==> config.mk <==
export PLATFORM = sky130hd
export DESIGN_NAME = temp_sample_ctrl
export DESIGN_NICKNAME = d
export VERILOG_FILES = /design/src/rtl/temp_sample_ctrl.sv
export SDC_FILE = /design/constraint.sdc
export NUM_CORES = 1
export LEC_CHECK = 0
export CAP_MARGIN = 40
export CELL_PAD_IN_SITES_DETAIL_PLACEMENT = 2
export CELL_PAD_IN_SITES_GLOBAL_PLACEMENT = 2
export CORE_MARGIN = 5
export CORE_UTILIZATION = 35
export CTS_CLUSTER_SIZE = 30
export DETAILED_ROUTE_END_ITERATION = 12
export MAX_ROUTING_LAYER = met4
export PLACE_DENSITY = 0.74
export SLEW_MARGIN = 20
export SYNTH_ARGS = -nofsm -noshare
export SYNTH_HDL_FRONTEND = slang
export SYNTH_SLANG_ARGS = --single-unit
==> constraint.sdc <==
create_clock -name clk_25MHz -period 6.1 [get_ports clk_25MHz]
set_input_delay 0.61 -clock clk_25MHz [delete_from_list [all_inputs] [get_ports clk_25MHz]]
set_output_delay 0.61 -clock clk_25MHz [all_outputs]
set_load 0.01 [all_outputs]
==> src/rtl/temp_sample_ctrl.sv <==
// Periodic temperature sampler: requests a read from the I2C master, converts the
// result to clamped Celsius/Fahrenheit display values. Optional TEMP_AVG_EN adds a 4-sample average.
module temp_sample_ctrl #(
   parameter int SAMPLE_PERIOD  = 25_000_000,
   parameter int TIMEOUT_CYCLES = 250_000
) (
   input  logic       clk_25MHz,
   input  logic       rst_n,
   output logic       rd_req,
   input  logic       rd_ack,
   input  logic [7:0] rd_data,
   input  logic       rd_err,
   output logic [7:0] c_data,
   output logic [7:0] f_data,
   output logic       data_valid,
   output logic       err_flag
);

   localparam int WW = (SAMPLE_PERIOD > 1) ? $clog2(SAMPLE_PERIOD) : 1;
   localparam int TW = (TIMEOUT_CYCLES > 1) ? $clog2(TIMEOUT_CYCLES) : 1;
   localparam logic [WW-1:0] W_LAST = WW'(SAMPLE_PERIOD - 1);
   localparam logic [TW-1:0] T_LAST = TW'(TIMEOUT_CYCLES - 1);

   typedef enum logic [1:0] {IDLE, REQ, CONV, WAIT} state_t;

   state_t        state;
   logic [WW-1:0] wait_cnt;
   logic [TW-1:0] to_cnt;
   logic [7:0]    sample;
   logic [6:0]    cl_new;
   logic [6:0]    cl;
   logic [10:0]   f_full;
   logic [7:0]    f_sat;

`ifdef TEMP_AVG_EN
   logic [6:0] hist     [4];
   logic [6:0] hist_nxt [4];
   logic [8:0] hist_sum;
`endif

   always_comb begin
      cl_new = 7'd0;
      if (sample[7])
         cl_new = 7'd0;
      else if (sample > 8'd99)
         cl_new = 7'd99;
      else
         cl_new = sample[6:0];
`ifdef TEMP_AVG_EN
      // First good sample after reset seeds the whole history so the average starts flat.
      for (int i = 0; i < 4; i++) hist_nxt[i] = cl_new;
      if (data_valid) begin
         hist_nxt[1] = hist[0];
         hist_nxt[2] = hist[1];
         hist_nxt[3] = hist[2];
      end
      hist_sum = 9'(hist_nxt[0]) + 9'(hist_nxt[1]) + 9'(hist_nxt[2]) + 9'(hist_nxt[3]);
      cl = 7'(hist_sum >> 2);
`else
      cl = cl_new;
`endif
      f_full = (({4'd0, cl} * 11'd9) / 11'd5) + 11'd32;
      f_sat  = (f_full > 11'd99) ? 8'd99 : f_full[7:0];
   end

   always_ff @(posedge clk_25MHz) begin
      if (!rst_n) begin
         state      <= IDLE;
         rd_req     <= 1'b0;
         c_data     <= 8'd0;
         f_data     <= 8'd0;
         data_valid <= 1'b0;
         err_flag   <= 1'b0;
         wait_cnt   <= '0;
         to_cnt     <= '0;
         sample     <= 8'd0;
`ifdef TEMP_AVG_EN
         hist       <= '{default: '0};
`endif
      end else begin
         case (state)
            IDLE: begin
               state    <= REQ;
               rd_req   <= 1'b1;
               wait_cnt <= '0;
               to_cnt   <= '0;
            end
            REQ: begin
               // An ack in the same cycle as the timeout wins.
               if (rd_ack) begin
                  rd_req   <= 1'b0;
                  wait_cnt <= '0;
                  to_cnt   <= '0;
                  if (rd_err) begin
                     state    <= WAIT;
                     err_flag <= 1'b1;
                  end else begin
                     state  <= CONV;
                     sample <= rd_data;
                  end
               end else if (to_cnt == T_LAST) begin
                  state    <= WAIT;
                  rd_req   <= 1'b0;
                  err_flag <= 1'b1;
                  wait_cnt <= '0;
                  to_cnt   <= '0;
               end else begin
                  to_cnt <= to_cnt + 1'b1;
               end
            end
            CONV: begin
               state      <= WAIT;
               c_data     <= {1'b0, cl};
               f_data     <= f_sat;
               data_valid <= 1'b1;
               err_flag   <= 1'b0;
               wait_cnt   <= '0;
               to_cnt     <= '0;
`ifdef TEMP_AVG_EN
               hist       <= hist_nxt;
`endif
            end
            WAIT: begin
               if (wait_cnt == W_LAST) begin
                  state    <= REQ;
                  rd_req   <= 1'b1;
                  wait_cnt <= '0;
                  to_cnt   <= '0;
               end else begin
                  wait_cnt <= wait_cnt + 1'b1;
               end
            end
            default: begin
               state  <= IDLE;
               rd_req <= 1'b0;
            end
         endcase
      end
   end

endmodule

# == Yosys cells after proc, flatten, opt, wreduce, memory -nomap -nowiden ==
# Cells that the tools add are included.
# op_classes
add_sub_neg,3
n_mux,24
div_mod_pow,1
bitwise_logic,1
multipliers,1
n_eq_ne,8
magnitude_cmp,2
n_reduce_logical,8
shifts,0
# op_table
cell,n
$mux W25,3
$pmux W25 S3,1
$mux W18,3
$pmux W18 S3,1
$add A25 B1 Y25 const B,1
$eq A25 B25 Y1 const B,1
$add A18 B1 Y18 const B,1
$eq A18 B18 Y1 const B,1
$mux W7,2
$add A11 B6 Y11 const B,1
$div A11 B3 Y11 const B,1
$gt A11 B7 Y1 const B,1
$mul A7 B4 Y11 const B,1
$reduce_and A3 Y1,3
$gt A8 B7 Y1 const B,1
$mux W8,1
$pmux W2 S4,1
$mux W1,7
$mux W2,3
$ne A3 B3 Y1 const B,2
$eq A2 B2 Y1 const B,2
$pmux W1 S3,1
$reduce_bool A3 Y1,1
$eq A2 B1 Y1 const B,1
other kinds (7),7
# word_totals
n_memories,0
mem_bits_rw,0
romBits,0
latch_bits,0
output_inout_bits,19
regBits,71
input_bits,12

# == Depth between registers and ports, before layout ==
# Gate-level depths: netlist of the first run.
# logic_depth
ltp_word,8
mapped_depth,30
ltp_nobuf,28

# == Least setup slack after synthesis of the first run ==
# No wires, ideal clock.
# synth_timing
kind,flip-flop to flip-flop
start,register sample[5]
end,register f_data[0]
t_arrival_ns,5.330
synth_period_minus_slack_ns,5.404
setup_slack_ns,0.696
path_stages_with_launch,28
path_buffers,1
t_required_ns,6.026
path_cell_list,dfxtp_1 nand2_2 nor2_1 o21ai_0 inv_1 nand2_1 o21ai_0 ha_1 inv_1 fa_1 nor2b_4 nor2_2 o41ai_4 a31oi_4 o21ai_2 nor2_1 or4b_1 and3_4 buf_2 xnor2_1 o311a_1 ha_1 or4_1 a21oi_1 a21o_1 o21ai_0 a21o_1 a31oi_1
# synth_between
elab_chain_cells,8
# synth_rtl
element,line_no,text
start: declaration,29,logic [7:0] sample;
start signal: assignment,99,sample <= rd_data;
$gt A8 B7 Y1 *,45,else if (sample > 8'd99)
$mux W7 *,45,
$mux W7 *,43,if (sample[7])
via cl[1],31,logic [6:0] cl;
$mul A7 B4 Y11 *,62,"f_full = (({4'd0, cl} * 11'd9) / 11'd5) + 11'd32;"
$div A11 B3 Y11 *,62,
$add A11 B6 Y11 *,62,
$gt A11 B7 Y1,63,f_sat = (f_full > 11'd99) ? 8'd99 : f_full[7:0];
$mux W8 *,63,
end signal: assignment,114,f_data <= f_sat;
end: declaration,14,"output logic [7:0] f_data,"
# The timed path passes the listed nets; every way through them passes the cells marked *.
# A chain may end at the register's enable or synchronous reset.

# == Worst setup path after layout of the first run ==
# Ends and elaborated chain as after synthesis.

==> impl_metrics.tcl, run 1 <==
set metrics [dict create \
    run_status "completed" \
    floorplan.rows 41 \
    timing.final.ws_setup_ps 286 \
    yosys_most_used_dff "sky130_fd_sc_hd__dfxtp_1" \
    endpoint_kind "flip-flop" \
    grt_antenna_before_repair 0 \
    synth_largest_area_cell "sky130_fd_sc_hd__dfxtp_1" \
    power_density_nw_per_um2 307 \
    cp-start-kind "flip-flop" \
    finish.net_count 596 \
    fin_skew_ps 10.2 \
    crit_path_time_final_ps 5810 \
    path_class "reg2reg" \
    place_worst_setup_slack_ps 29.2 \
    synth_most_common_cell "sky130_fd_sc_hd__nor2_1" \
    power_frac_clock 0.333 \
    crit_path_max_fanout 7 \
    drt.antenna.violating_nets 0 \
    synth_warnings 0 \
    worstPathRequired_ps 6370 \
    filler_cell_count 1440 \
    worst_pin_slew_ps 741 \
    clkLatencyLatePin_ps 350 \
    combinational_power_share 0.347 \
    reg2reg_slack_ps 290 \
    detail_route.first_pass.iterations 5 \
    synth_edf_count 0 \
    die-height_um 123 \
    grt_setup_unrepaired "no" \
    yosys_reg_bits 71 \
    synth_top_area_share 0.317 \
    ctsRootBufferMaster "sky130_fd_sc_hd__clkbuf_16" \
    p_seq_frac 0.320 \
    placement.io_buffers 29 \
    grt_max_degree 29 \
    route.detailed.wl_per_inst_um 18.2 \
    placedInstanceArea_um2 4890 \
    mappedNetlistArea_um2 4480 \
    drive_gt1_frac 0.147 \
    worst_ep_arrival_time_ps 6080 \
    route.layer.met1.wl_um 5730 \
    drv_slew 0 \
    p_switching_uw 574 \
    synth_cell_types 86 \
    vdd_ir_drop_max_v 0.000130 \
    drt_drc_violations_left 0 \
    timing.hold.worst.start "data_valid" \
    io_pins 31 \
    detailroute.wirelength.met2_um 7370 \
    finalSetupTns_ps 0 \
    tritoncts_clock_tree "yes" \
    num_cts_buffers 9 \
    yosys-top-cells-count "sky130_fd_sc_hd__nor2_1 (96), sky130_fd_sc_hd__dfxtp_1 (71), sky130_fd_sc_hd__nand2_1 (36)" \
    vias_per_cell 5.39 \
    die_w_um 123 \
    number_of_global_route_vias_before_repair 4441 \
    initial_utilization 0.356 \
    worstHoldEndpoint "data_valid" \
    postSynthCellCount 538 \
    ctsHtreeMaxLevel 3 \
    core_um2 12600 \
    synth-async-reset-ratio 0 \
    internal_power_uw 1060 \
    finalHoldViolCount 0 \
    rr_endpoint "f_data[0]" \
    timing.rr.start "sample[5]" \
    hpwl_um 10200 \
    global_route.overflow_total 0 \
    grt_use_total 0.196 \
    layout.cell_area.non_filler_um2 5330 \
    power.static_leakage_uw 0.00195 \
    final_min_period_over_clock_period 0.953 \
    hold_path_depth 2 \
    sw_frac_of_total 0.351 \
    r2r_cells 27 \
    ctsLongestPathBuffers 2 \
    floorplan.die_area_um2 15200 \
    cts_hold_buf 0 \
    synthToLayoutAreaGrowth_pct 19.0 \
    maxClockFrequency_mhz 172 \
    maxUsedRoutingLayer "met4" \
    cts.reportedPaths.clkPinSlew_ps 60 \
    n_antenna_cell 0 \
    portion_of_the_post_synthesis_area_used_by_sequential_elements 0.317 \
    syn_nets 566 \
    vias 4019 \
    ranking_of_synthesized_cells_by_area "sky130_fd_sc_hd__dfxtp_1 (32%), sky130_fd_sc_hd__nor2_1 (8.0%), sky130_fd_sc_hd__xor2_1 (4.9%), sky130_fd_sc_hd__ha_1 (4.2%), sky130_fd_sc_hd__mux2i_1 (3.8%)" \
    drv.max_cap_violation_count 0 \
    wl_met3_um 214 \
    grt_pass1_wl_um 22500 \
    postSynthAreaPerCell_um2 8.32 \
    maxSlewHeadroom 0.506 \
    routed_wl_um 13500 \
    dr.first_iter.drc_count 169 \
    routabilityCongestion 0.860 \
    report.final.setup_viol 0 \
    min-delay-path-class "reg2reg" \
    clkSinkCount 71 \
]
[power groups by stage]
stage | Clock (uW) | Combinational (uW) | Sequential (uW)
finish | 545 | 569 | 524
global route | 579 | 626 | 528
CTS | 560 | 559 | 524
detailed placement | 0 | 534 | 533
global placement | 0 | 509 | 532
floorplan | 0 | 370 | 534
[layout by cell type, fill, tap and decap left out, types with 4 or more instances in the layout]
master | Yosys | routed
sky130_fd_sc_hd__nand3_1 | 23 | 23
sky130_fd_sc_hd__inv_1 | 20 | 20
sky130_fd_sc_hd__xnor2_1 | 19 | 19
sky130_fd_sc_hd__nand4_1 | 9 | 9
sky130_fd_sc_hd__or3_1 | 5 | 5
sky130_fd_sc_hd__nand3b_1 | 4 | 4
sky130_fd_sc_hd__clkbuf_16 | 0 | 9
sky130_fd_sc_hd__buf_4 | 1 | 9
sky130_fd_sc_hd__xor2_1 | 25 | 25
sky130_fd_sc_hd__mux2i_1 | 17 | 17
sky130_fd_sc_hd__dfxtp_1 | 71 | 68
sky130_fd_sc_hd__nand2_2 | 3 | 4
sky130_fd_sc_hd__a21oi_1 | 25 | 25
sky130_fd_sc_hd__nor4_1 | 7 | 5
sky130_fd_sc_hd__nand2_1 | 36 | 35
sky130_fd_sc_hd__nor2_1 | 96 | 94
sky130_fd_sc_hd__clkdlybuf4s50_1 | 0 | 29
sky130_fd_sc_hd__clkinvlp_4 | 0 | 4
sky130_fd_sc_hd__and3_1 | 13 | 13
sky130_fd_sc_hd__o21ai_0 | 25 | 24
sky130_fd_sc_hd__ha_1 | 15 | 14
sky130_fd_sc_hd__nor3_1 | 7 | 7
sky130_fd_sc_hd__nor2_2 | 4 | 6
[layer usage]
layer	GRT usage	vias to the layer above
met4	0.0595	0
li1	-	1953
met2	0.367	35
met1	0.210	2016
met3	0.0316	15
met5	-	-
[repair_timing]
item | 4_1_cts | 5_1_grt
pin swaps | 2 | 3
endpoints found under the setup margin | 3 | 3
resized for setup | 4 | 14
buffers inserted | 4 | 0
[registers in the layout, indices dropped and copies added, names as in the netlist]
signal      flops
c_data          7
data_valid      1
err_flag        1
f_data          8
rd_req          1
sample          8
state           2
to_cnt         18
wait_cnt       25
[through the flow]
step	cells	utilization	hold slack, ps	total power (uW)
floorplan	538	-	464	904
global placement	723	0.387	450	1040
detailed placement	724	0.389	476	1070
CTS	744	0.418	488	1640
global route	745	0.424	528	1730
finish	745	0.424	482	1640
[worst max-delay path by stage]
stage / start / to / slack [ps] / depth (start not counted)
finish: sample[5] / f_data[0] / 290 / 27
global placement: sample[5] / f_data[0] / 360 / 26
floorplan: sample[5] / f_data[0] / 700 / 27
detailed placement: sample[5] / f_data[0] / 30 / 26
global route: sample[5] / f_data[0] / 10 / 26
CTS: sample[6] / f_data[0] / 20 / 27
[area by class of cell]
class / instances / area (um^2) / share of cell area
multi-input combinational: 423 / 2890 / 0.542
inverter: 23 / 91.3 / 0.0171
clock inverter: 6 / 68.8 / 0.0129
timing repair buffer: 40 / 400 / 0.0752
clock buffer: 10 / 239 / 0.0449
sequential: 71 / 1430 / 0.268
tap: 172 / 215 / 0.0404
[critical path: stages (launching register included)]
cell,delay [ps]
sky130_fd_sc_hd__dfxtp_2,400
sky130_fd_sc_hd__nand2_2,150
sky130_fd_sc_hd__nor2_1,200
sky130_fd_sc_hd__o21ai_1,150
sky130_fd_sc_hd__inv_1,110
sky130_fd_sc_hd__nand2_1,50
sky130_fd_sc_hd__o21ai_0,90
sky130_fd_sc_hd__ha_2,260
sky130_fd_sc_hd__inv_1,70
sky130_fd_sc_hd__fa_2,400
sky130_fd_sc_hd__nor2b_4,170
sky130_fd_sc_hd__nor2_2,100
sky130_fd_sc_hd__o41ai_4,300
sky130_fd_sc_hd__a31oi_4,110
sky130_fd_sc_hd__nor2_4,210
sky130_fd_sc_hd__nand2_2,90
sky130_fd_sc_hd__and3_1,200
sky130_fd_sc_hd__mux4_2,530
sky130_fd_sc_hd__nor3_1,250
sky130_fd_sc_hd__o21ai_0,120
sky130_fd_sc_hd__o311a_1,170
sky130_fd_sc_hd__ha_1,220
sky130_fd_sc_hd__or4_1,500
sky130_fd_sc_hd__a21oi_1,200
sky130_fd_sc_hd__a21o_1,190
sky130_fd_sc_hd__o21ai_0,90
sky130_fd_sc_hd__a21o_1,200
sky130_fd_sc_hd__a31oi_1,180
[logic make-up after synthesis]
kind of cell / Yosys count / synth area share
buffers and inverters: 44 / 0.0553
muxes: 18 / 0.0430
AOI/OAI and AO/OA: 102 / 0.168
DFF: 71 / 0.317
and+or+nand+nor: 239 / 0.274
xor gates and xnor gates: 45 / 0.0897
adders and majority gates: 18 / 0.0509
other: 1 / 0.000838
Power figures use the tool's default switching activity.
==> run 2: changes to the inputs <==
--- a/config.mk
+++ b/config.mk
@@ -13,7 +13,7 @@
 export CTS_CLUSTER_SIZE = 30
 export DETAILED_ROUTE_END_ITERATION = 12
 export MAX_ROUTING_LAYER = met4
-export PLACE_DENSITY = 0.74
+export PLACE_DENSITY_LB_ADDON = 0.2
 export SLEW_MARGIN = 20
 export SYNTH_ARGS = -nofsm -noshare
 export SYNTH_HDL_FRONTEND = slang
==> constraint.sdc (replaced) <==
create_clock -name clk_25MHz -period 5.5 [get_ports clk_25MHz]
set_input_delay 0.55 -clock clk_25MHz [delete_from_list [all_inputs] [get_ports clk_25MHz]]
set_output_delay 0.55 -clock clk_25MHz [all_outputs]
set_load 0.01 [all_outputs]
==> impl_metrics.tcl, run 2 (synthesis gave the netlist of run 1 again) <==
set metrics [dict create \
    leading_cell_type_in_the_layout_fill_and_taps_excluded "sky130_fd_sc_hd__nor2_1" \
    tritoncts_clock_tree "yes" \
    area_taken_by_multi_input_logic_gates_um2 3010 \
    crit_slowest_cell "sky130_fd_sc_hd__or4b_4" \
    rr_endpoint "f_data[0]" \
    n_antenna_cell 0 \
    vdd_ir_drop_max_v 0.000173 \
    sum_of_internal_switching_and_leakage_power_uw 1850 \
    power_density_nw_per_um2 330 \
    fin_skew_ps 7.77 \
    register_area_um2 1430 \
    maxSlewHeadroom 0.442 \
    ctsLongestPathBuffers 2 \
    drv.max_cap_violation_count 0 \
    run_status "completed" \
    path_class "reg2reg" \
    grt_max_degree 44 \
    critPathMostFrequentCell "sky130_fd_sc_hd__nor2_4" \
    grt_pass1_wl_um 23400 \
    timing.hold.worst.start "data_valid" \
    floorplan.rows 41 \
    worst_ep_arrival_time_ps 5590 \
    min-delay-path-class "reg2reg" \
    hpwl_um 10400 \
    finish.net_count 623 \
    ctsHtreeMaxLevel 3 \
    place_worst_setup_slack_ps -250 \
    ctsRootBufferMaster "sky130_fd_sc_hd__clkbuf_16" \
    die_w_um 123 \
    route.detailed.wl_per_inst_um 19.5 \
    synthToLayoutAreaGrowth_pct 25.7 \
    dr.first_iter.drc_count 171 \
    layout.cell_area.non_filler_um2 5630 \
    crit_path_max_fanout 6 \
    worst_pin_slew_ps 836 \
    placedInstanceArea_um2 5010 \
    die-height_um 123 \
    grt_use_total 0.204 \
    detail_route.first_pass.iterations 4 \
    cp-start-kind "flip-flop" \
    grt_setup_unrepaired "yes" \
    clkSinkCount 71 \
    largest_register "wait_cnt" \
    vias 4190 \
    cts.reportedPaths.clkPinSlew_ps 60 \
    grt_antenna_before_repair 0 \
    cts_hold_buf 0 \
    worstHoldEndpoint "data_valid" \
    drive_gt1_frac 0.219 \
    drt.antenna.violating_nets 0 \
    routed_wl_um 15000 \
    initial_utilization 0.356 \
    final_min_period_over_clock_period 0.968 \
    global_route.overflow_total 0 \
    placement.io_buffers 29 \
    finalHoldViolCount 0 \
    timing.rr.start "sample[5]" \
    r2r_cells 25 \
    clkLatencyLatePin_ps 340 \
    reg.largest.list "wait_cnt x25, to_cnt x18" \
    routabilityCongestion 0.897 \
    drv_slew 0 \
    power.static_leakage_uw 0.00211 \
    endpoint_kind "flip-flop" \
    mostFrequentLayoutCells "sky130_fd_sc_hd__nor2_1 (91), sky130_fd_sc_hd__dfxtp_1 (65), sky130_fd_sc_hd__buf_4 (37), sky130_fd_sc_hd__nand2_1 (36), sky130_fd_sc_hd__clkdlybuf4s50_1 (29)" \
    timing.final.ws_setup_ps 178 \
    worstPathRequired_ps 5770 \
    hold_path_depth 2 \
    number_of_global_route_vias_before_repair 4517 \
    crit_path_time_final_ps 5320 \
    maxClockFrequency_mhz 188 \
    drt_drc_violations_left 0 \
    num_cts_buffers 9 \
    critPathMaxStageDelay_ps 540 \
    floorplan.die_area_um2 15200 \
    report.final.setup_viol 0 \
    io_pins 31 \
    vias_per_cell 5.43 \
    filler_cell_count 1399 \
    reg2reg_slack_ps 180 \
    max_ffs_per_register 25 \
    core_um2 12600 \
]
## run 2: stage by stage
| step | utilization | hold slack [ps] | std cells | TNS, ps |
|---|---|---|---|---|
| final | 0.448 | 473 | 771 | 0 |
| after floorplan | - | 464 | 538 | 0 |
| after detailed placement | 0.398 | 464 | 742 | -692 |
| after global routing | 0.448 | 522 | 771 | -114 |
| after global placement | 0.398 | 452 | 742 | 0 |
| after CTS | 0.430 | 482 | 762 | 0 |
## run 2: where the power goes
part           total, uW  internal [uW]  leakage [uW]  switching (uW)
clock network        590            372      0.000145             217
logic                685            298       0.00139             387
registers            580            551      0.000577            29.3
total               1850           1220       0.00211             634
## run 2: cell type report
cell class | count | share of cell area
Multi-Input combinational cell | 423 | 0.534
Sequential cell | 71 | 0.255
Timing Repair Buffer | 67 | 0.103
Clock buffer | 12 | 0.0456
Tap cell | 172 | 0.0383
Inverter | 23 | 0.0162
Clock inverter | 3 | 0.00756
## run 2: routing by layer
layer  wire length [um]  share of wire  up-vias  global-route usage
li1                   -              -     2007                   -
met1               6150           0.41     2112               0.222
met2               8230           0.55       45               0.373
met3                301          0.020       26              0.0343
met4                353          0.023        0              0.0761
met5                  0              0        -                   -
## run 2: critical path: cells and delay by family (launching register included)
kind	cells	cell delay (ps)
simple gates	11	2020
compound gates	8	1690
fa+ha+maj	4	980
flops	1	360
xor+xnor	1	140
buf+inv	1	40
## run 2: worst max-delay path by stage
stage	from	to	slack (ps)	cells after the start
after floorplan	sample[5]	f_data[0]	100	27
after global placement	sample[2]	f_data[0]	70	29
after detailed placement	sample[2]	f_data[0]	-250	29
after CTS	sample[7]	f_data[0]	0.1	22
after global routing	sample[5]	f_data[0]	-60	25
final	sample[5]	f_data[0]	180	25
## run 2: what timing repair did
action	in CTS	in global routing
pin swaps	5	33
gates resized for setup	14	45
setup endpoints to repair	3	3
buffers inserted	5	9
endpoints found under the hold margin	0	0
